<file path="src/rtl/pc_ctrl.sv">
// Program counter controller with exception entry and a circular return-address stack.
// The next PC is chosen in this priority order: exception, stall, return, call, jump, branch,
// then sequential. A call made while the stack is full overwrites the oldest entry.
module pc_ctrl #(
  parameter int unsigned             WIDTH        = 32,
  parameter logic [WIDTH-1:0]        RESET_VECTOR = '0,
  parameter logic [WIDTH-1:0]        EXC_VECTOR   = 'h80,
  parameter int unsigned             RAS_DEPTH    = 4
) (
  input  logic             clk,
  input  logic             rst,
  input  logic             stall,
  input  logic             exc,
  input  logic             ret_en,
  input  logic             call_en,
  input  logic             jump_en,
  input  logic             branch_en,
  input  logic [WIDTH-1:0] jump_addr,
  input  logic [WIDTH-1:0] branch_off,
  output logic [WIDTH-1:0] pc,
  output logic [WIDTH-1:0] epc,
  output logic             ras_empty,
  output logic             ras_full,
  output logic             err
);

  localparam int unsigned PW = $clog2(RAS_DEPTH);
  localparam int unsigned CW = $clog2(RAS_DEPTH + 1);
  localparam logic [CW-1:0] DepthC = CW'(RAS_DEPTH);
  localparam logic [WIDTH-1:0] Four = {{(WIDTH-3){1'b0}}, 3'd4};

  logic [WIDTH-1:0] pc_q, pc_d;
  logic [WIDTH-1:0] epc_q, epc_d;
  logic             err_q, err_d;
  // sp_q points at the next free slot; the top entry lives at sp_q - 1.
  logic [PW-1:0]    sp_q, sp_d;
  logic [CW-1:0]    cnt_q, cnt_d;
  logic [WIDTH-1:0] ras_q [RAS_DEPTH];
  logic             push;

  logic [WIDTH-1:0] pc_plus4;
  logic [WIDTH-1:0] jump_tgt;
  logic [PW-1:0]    sp_top;

  assign pc_plus4 = pc_q + Four;
  assign jump_tgt = {jump_addr[WIDTH-1:2], 2'b00};
  assign sp_top   = sp_q - PW'(1);

  assign pc        = pc_q;
  assign epc       = epc_q;
  assign err       = err_q;
  assign ras_empty = (cnt_q == '0);
  assign ras_full  = (cnt_q == DepthC);

  // Next-state selection by request priority.
  always_comb begin
    pc_d  = pc_q;
    epc_d = epc_q;
    err_d = 1'b0;
    sp_d  = sp_q;
    cnt_d = cnt_q;
    push  = 1'b0;
    if (exc) begin
      pc_d  = EXC_VECTOR;
      epc_d = pc_q;
    end else if (!stall) begin
      if (ret_en) begin
        if (cnt_q != '0) begin
          pc_d  = ras_q[sp_top];
          sp_d  = sp_top;
          cnt_d = cnt_q - CW'(1);
        end else begin
          // Underflow: fall through sequentially and flag it.
          pc_d  = pc_plus4;
          err_d = 1'b1;
        end
      end else if (call_en) begin
        pc_d = jump_tgt;
        push = 1'b1;
        sp_d = sp_q + PW'(1);
        if (cnt_q == DepthC) begin
          // Full: the write slot holds the oldest entry, so it is overwritten.
          err_d = 1'b1;
        end else begin
          cnt_d = cnt_q + CW'(1);
        end
      end else if (jump_en) begin
        pc_d = jump_tgt;
      end else if (branch_en) begin
        pc_d = pc_plus4 + branch_off;
      end else begin
        pc_d = pc_plus4;
      end
    end
  end

  // State registers with synchronous reset; stack contents need no reset.
  always_ff @(posedge clk) begin
    if (rst) begin
      pc_q  <= RESET_VECTOR;
      epc_q <= '0;
      err_q <= 1'b0;
      sp_q  <= '0;
      cnt_q <= '0;
    end else begin
      pc_q  <= pc_d;
      epc_q <= epc_d;
      err_q <= err_d;
      sp_q  <= sp_d;
      cnt_q <= cnt_d;
      if (push) begin
        ras_q[sp_q] <= pc_plus4;
      end
    end
  end

endmodule

</file>
<file path="config.mk">
export PLATFORM = sky130hd
export DESIGN_NAME = pc_ctrl
export DESIGN_NICKNAME = d
export VERILOG_FILES = /design/src/rtl/pc_ctrl.sv
export SDC_FILE = /design/constraint.sdc
export NUM_CORES = 1
export LEC_CHECK = 0
export BUFFER_PORTS_ARGS = -buffer_cell sky130_fd_sc_hd__buf_2
export CAP_MARGIN = 20
export CORE_MARGIN = 3
export CORE_UTILIZATION = 53
export DETAILED_ROUTE_END_ITERATION = 8
export GPL_ROUTABILITY_DRIVEN = 0
export MAX_ROUTING_LAYER = met4
export PLACE_DENSITY = 0.87
export SLEW_MARGIN = 25
export SYNTH_ARGS = -nofsm -noshare
export SYNTH_HDL_FRONTEND = slang
export SYNTH_SLANG_ARGS = --single-unit
</file>
<file path="constraint.sdc">
create_clock -name clk -period 4.2 [get_ports clk]
set_input_delay 0.21 -clock clk [delete_from_list [all_inputs] [get_ports clk]]
set_output_delay 0.21 -clock clk [all_outputs]
set_load 0.005 [all_outputs]
</file>
Word-level counts from Yosys, hierarchy flattened
Memories as Yosys holds them, arrays and structs flattened. Index checks and enable logic that the tools add are counted.

Add/subtract/negate cells: 6. Equality and inequality tests: 4. Mux-type cells: 25. Bitwise operators: 2. Reduce and logical (&&, ||, !) cells: 7.

Operator list (count): $mux 32 (5); $add 32x3->32 const B (1); $add 32x32->32 (1); $mux 8 (2); $mux 3 (4); $mux 1 (11); $mux 2 (3); $reduce_and 5->1 (1); $ne 2x1->1 const B (2); $reduce_and 4->1 (1); $add 3x1->3 const B (1); $eq 3x3->1 const B (1); $logic_not 3->1 (1); $reduce_bool 3->1 (1); $reduce_or 3->1 (1); $sub 3x1->3 const B (1); $add 2x1->2 const B (1); $ne 2x2->1 const B (1); $not 1->1 (2); $reduce_bool 2->1 (1); $reduce_or 2->1 (1); $sub 2x1->2 const B (1).

Register bits: 70. Memory bits (writable): 128. Input bits: 72. Output and inout bits: 67. Word-level logic and storage cells: 51. Memories kept: 1.

Memories: ras_q (words 4, width 32, rd ports 1, clocked after memory_dff 0, wr ports 1, RTL line 38) `logic [WIDTH-1:0] ras_q [RAS_DEPTH];`.

Depth between registers and ports, before layout
Depth after elaboration: 8. Mapped depth: 18. Depth with buffers taken out: 17.

Worst setup path before layout
No wires, ideal clock.

Path kind: reg-to-reg. From: register pc_q[2], in the netlist pc[2]. To: register pc_q[31], in the netlist pc[31]. Library setup time: 0.086 ns. Arrival time: 3.854 ns. Required time: 4.114 ns. Slack: 0.260 ns. Cell stages (with the launch flop): 17. Buffers on the path: 1. Period minus slack after synthesis: 3.940 ns. Cells stage by stage: dfxtp_1 ha_1 and4_1 and3_1 buf_2 nand2_1 nor4_2 xnor2_1 ha_1 a21o_1 a221o_1 a21oi_2 o21a_1 o21ai_0 a2111oi_2 o21ai_1 a221oi_2.

Longest elaborated chain between the ends: 6. Elaborated cells on any way between the ends: 7. Classes of those cells: add/sub: 2; mux: 5.

Ends and longest elaborated chain: start: declaration (RTL line 32) `logic [WIDTH-1:0] pc_q, pc_d;`; start signal: assignment (RTL line 106) `pc_q <= pc_d;`; $add 32x3->32 (RTL line 45) `assign pc_plus4 = pc_q + Four;`; named net pc_plus4[28] (RTL line 41) `logic [WIDTH-1:0] pc_plus4;`; $add 32x32->32 (RTL line 90) `pc_d = pc_plus4 + branch_off;`; $mux 32 (RTL line 89) `end else if (branch_en) begin`; $mux 32 (RTL line 87) `end else if (jump_en) begin`; $mux 32 (RTL line 77) `end else if (call_en) begin`; $mux 32 (RTL line 67) `if (ret_en) begin`.

The timed path passes the listed nets, and every way through them passes these cells. A chain may end at the register's enable or synchronous reset.

Worst setup path after layout
From: register pc_q[2], in the netlist pc[2]. To: register pc_q[29], in the netlist pc[29].

Same word-level chain as after synthesis.

==> flow_summary.ini <==
[status]
status = complete, no violations

[power]
clkPwrFrac_pct = 37.3
finalPower_w = 0.00458
vdd_ir_drop_max_mv = 0.324
p_int_w = 0.00333
p_seq_share_pct = 46.3
power_frac_comb_pct = 16.4
p_leak_nw = 5.12
swShare_pct = 27.3
power_switching_w = 0.00125
powerDensity_nw_per_um2 = 358

[worst_setup_path]
cp_num_buf_inv = 2
r2r_start = pc[2]
endpoint = pc[29]
worstSetupPathType = reg -> reg
reg2reg_to = pc[29]
worst_path_largest_cell_delay_ns = 0.39
critical_path.startpoint = pc[2]
path_delay_family = compound AO/OA/AOI/OAI gates
cp-end-kind = flip-flop
worst_ep_arrival_time_ns = 4.40
cp.depth = 16
reg2reg_slack_ns = 0.15
worstPathMaxFanout = 9
path_cells = buf_4, nand2_1, nor4b_4, buf_4, nand4_1, xnor2_1, ha_1, nand2_1, o21a_1, o21ai_0, and4_1, o221a_4, nor2_4, o41ai_4, mux2_4, o41ai_2
worstSetupStartpointType = flip-flop
cp_slowest_cell = xnor2_1
crit_required_ns = 4.55
r2r_cells = 16

[clock_tree]
clockRootBuffer = clkbuf_16
numCtsBuffers = 17
cts_tree = built
cts.clk_slew.worst_paths_ns = 0.08
insertion_delay_ns = 0.45
ctsHoldBuffers = 0
cts.htree.levels = 4
cts_sinks = 198
cts.path.max_buffers = 2

[die]
initial_core_util_pct = 55.0
die-area_um2 = 22300
row_count = 51
pin_count = 139
die_w_um = 149
die_h_um = 149
core_area_um2 = 19800

[layout]
num-nets-final = 1269
mostFrequentLayoutCell = buf_2
layout_common_cells = 136 x buf_2, 128 x edfxtp_1, 100 x nor2_1, 80 x nand2_1, 72 x a21oi_1
fin_util_pct = 64.4
fill_cells = 1439
drive_above_1_share_pct = 26.4
area_growth_pct = 17.2

[hold_path]
hold_path_depth = 3
hold_class = in -> reg

[sta]
min_period_ns = 4.05
setup_tns_ns = 0
period_share_pct = 96.3
hold_ws_ns = 0.0951
slew_violations = 0
setup_viol = 0
tightest_slew_ns = 1.11
max_freq_ghz = 0.247
finalHoldViolCount = 0
setup_ws_ns = 0.154
slew_headroom_pct = 25.6
clock_skew_ns = 0.0125

[yosys]
syn_area_um2 = 10900
synthCells = 1007
yosys_warnings = 0
ys_async_sr_fraction_pct = 0
synth_seq_area_share_pct = 48.1
avgSynthCellArea_um2 = 10.8
synth_flop_cell = edfxtp_1
syn_nets = 1124
synth_seq_cells = 198
yosysUniqueCellTypes = 81
synth_edf_count = 128

[placement]
pre_cts_slack_ns = -0.0430
dp_hpwl_um = 22700
io_buffers = 136

[drt]
wl_per_cell_um = 23.7
drt_first_pass_iters = 6
vias = 9564
route.detailed.drc = 0
drt_iter0_drc = 1633
wl_um = 33900
via_per_inst = 6.68
final_antenna_net_count = 0

[grt]
grt_pass1_vias = 9134
grt_usage_pct = 30.9
grt_max_degree = 41
grt_pass1_wl_um = 51100
antenna_found_initial = 1
grt-ovfl-total = 0

[job]
drv_cap = 0
[layer usage]
layer	GRT usage, %	routed length [um]
met4	14.1	1570
met5	-	0
met1	39.5	12500
met3	7.60	4360
met2	47.0	15500
[layout make-up]
cell class | count | area [um^2] | share of cell area (%)
flip-flops and latches | 198 | 5250 | 41.1
clock inverters | 13 | 168 | 1.31
inverters | 31 | 116 | 0.910
repair buffers | 188 | 1070 | 8.38
clock buffers | 19 | 433 | 3.39
well taps | 265 | 332 | 2.59
multi-input cells | 716 | 5420 | 42.3
diodes | 1 | 2.50 | 0.0196
[worst reg2reg max path: stages, from the launching register on]
cell	delay, ns
dfxtp_1	0.34
buf_4	0.17
nand2_1	0.12
nor4b_4	0.34
buf_4	0.23
nand4_1	0.14
xnor2_1	0.39
ha_1	0.37
nand2_1	0.10
o21a_1	0.22
o21ai_0	0.13
and4_1	0.25
o221a_4	0.21
nor2_4	0.05
o41ai_4	0.29
mux2_4	0.34
o41ai_2	0.26
[power by group through the flow]
stage / registers (W) / clock network [W] / logic, W
2_1_floorplan: 0.00216 / 0 / 0.000470
3_3_place_gp: 0.00216 / 0 / 0.000685
3_5_place_dp: 0.00216 / 0 / 0.000706
4_1_cts: 0.00212 / 0.00171 / 0.000717
5_1_grt: 0.00212 / 0.00178 / 0.000799
6_report: 0.00212 / 0.00171 / 0.000750
[state kept, by name (all words and copies together) (netlist names), named ones only]
register,flops
cnt_q,3
pc,30
ras_q,128
err,1
epc,32
sp_q,2
[per-stage QoR]
step	area, um^2	cells
after floorplan	10900	1007
after global placement	12000	1396
after detailed placement	12000	1396
after CTS	12700	1428
after global routing	12800	1431
final	12800	1431
[what timing repair did]
action,4_1_cts,5_1_grt
setup endpoints to repair,1,6
cloned,0,0
resized for setup,2,28
buffers inserted,0,2
pin swaps,0,4
[cells in the mapped netlist, types with 15 or more instances]
library cell / instances / area [um^2]
a21o_1: 15 / 113
a21oi_1: 73 / 365
clkbuf_1: 38 / 143
dfxtp_1: 70 / 1400
edfxtp_1: 128 / 3840
ha_1: 43 / 538
inv_1: 31 / 116
mux2i_1: 36 / 360
mux4_2: 32 / 721
nand2_1: 82 / 308
nand3_1: 23 / 115
nor2_1: 101 / 379
o21ai_0: 61 / 305
xnor2_1: 33 / 289
xor2_1: 15 / 131
[logic make-up after synthesis]
logic type | share of synthesized area (%)
buf+inv | 3.42
fa+ha+maj | 5.30
flops | 48.1
xor+xnor | 3.85
compound gates | 16.9
mux | 10.5
simple gates | 12.0
[how the worst min path moves through the flow]
| stage | startpoint | to | slack (ns) |
|---|---|---|---|
| after detailed placement | epc[21] | epc[21] | 0.48 |
| after global routing | jump_addr[13] | pc[13] | 0.11 |
| after floorplan | jump_addr[13] | pc[13] | 0.40 |
| after global placement | epc[31] | epc[31] | 0.47 |
| final | jump_addr[13] | pc[13] | 0.1 |
| after CTS | jump_addr[13] | pc[13] | 0.09 |
Note: power is estimated with default switching activity, not from simulation.
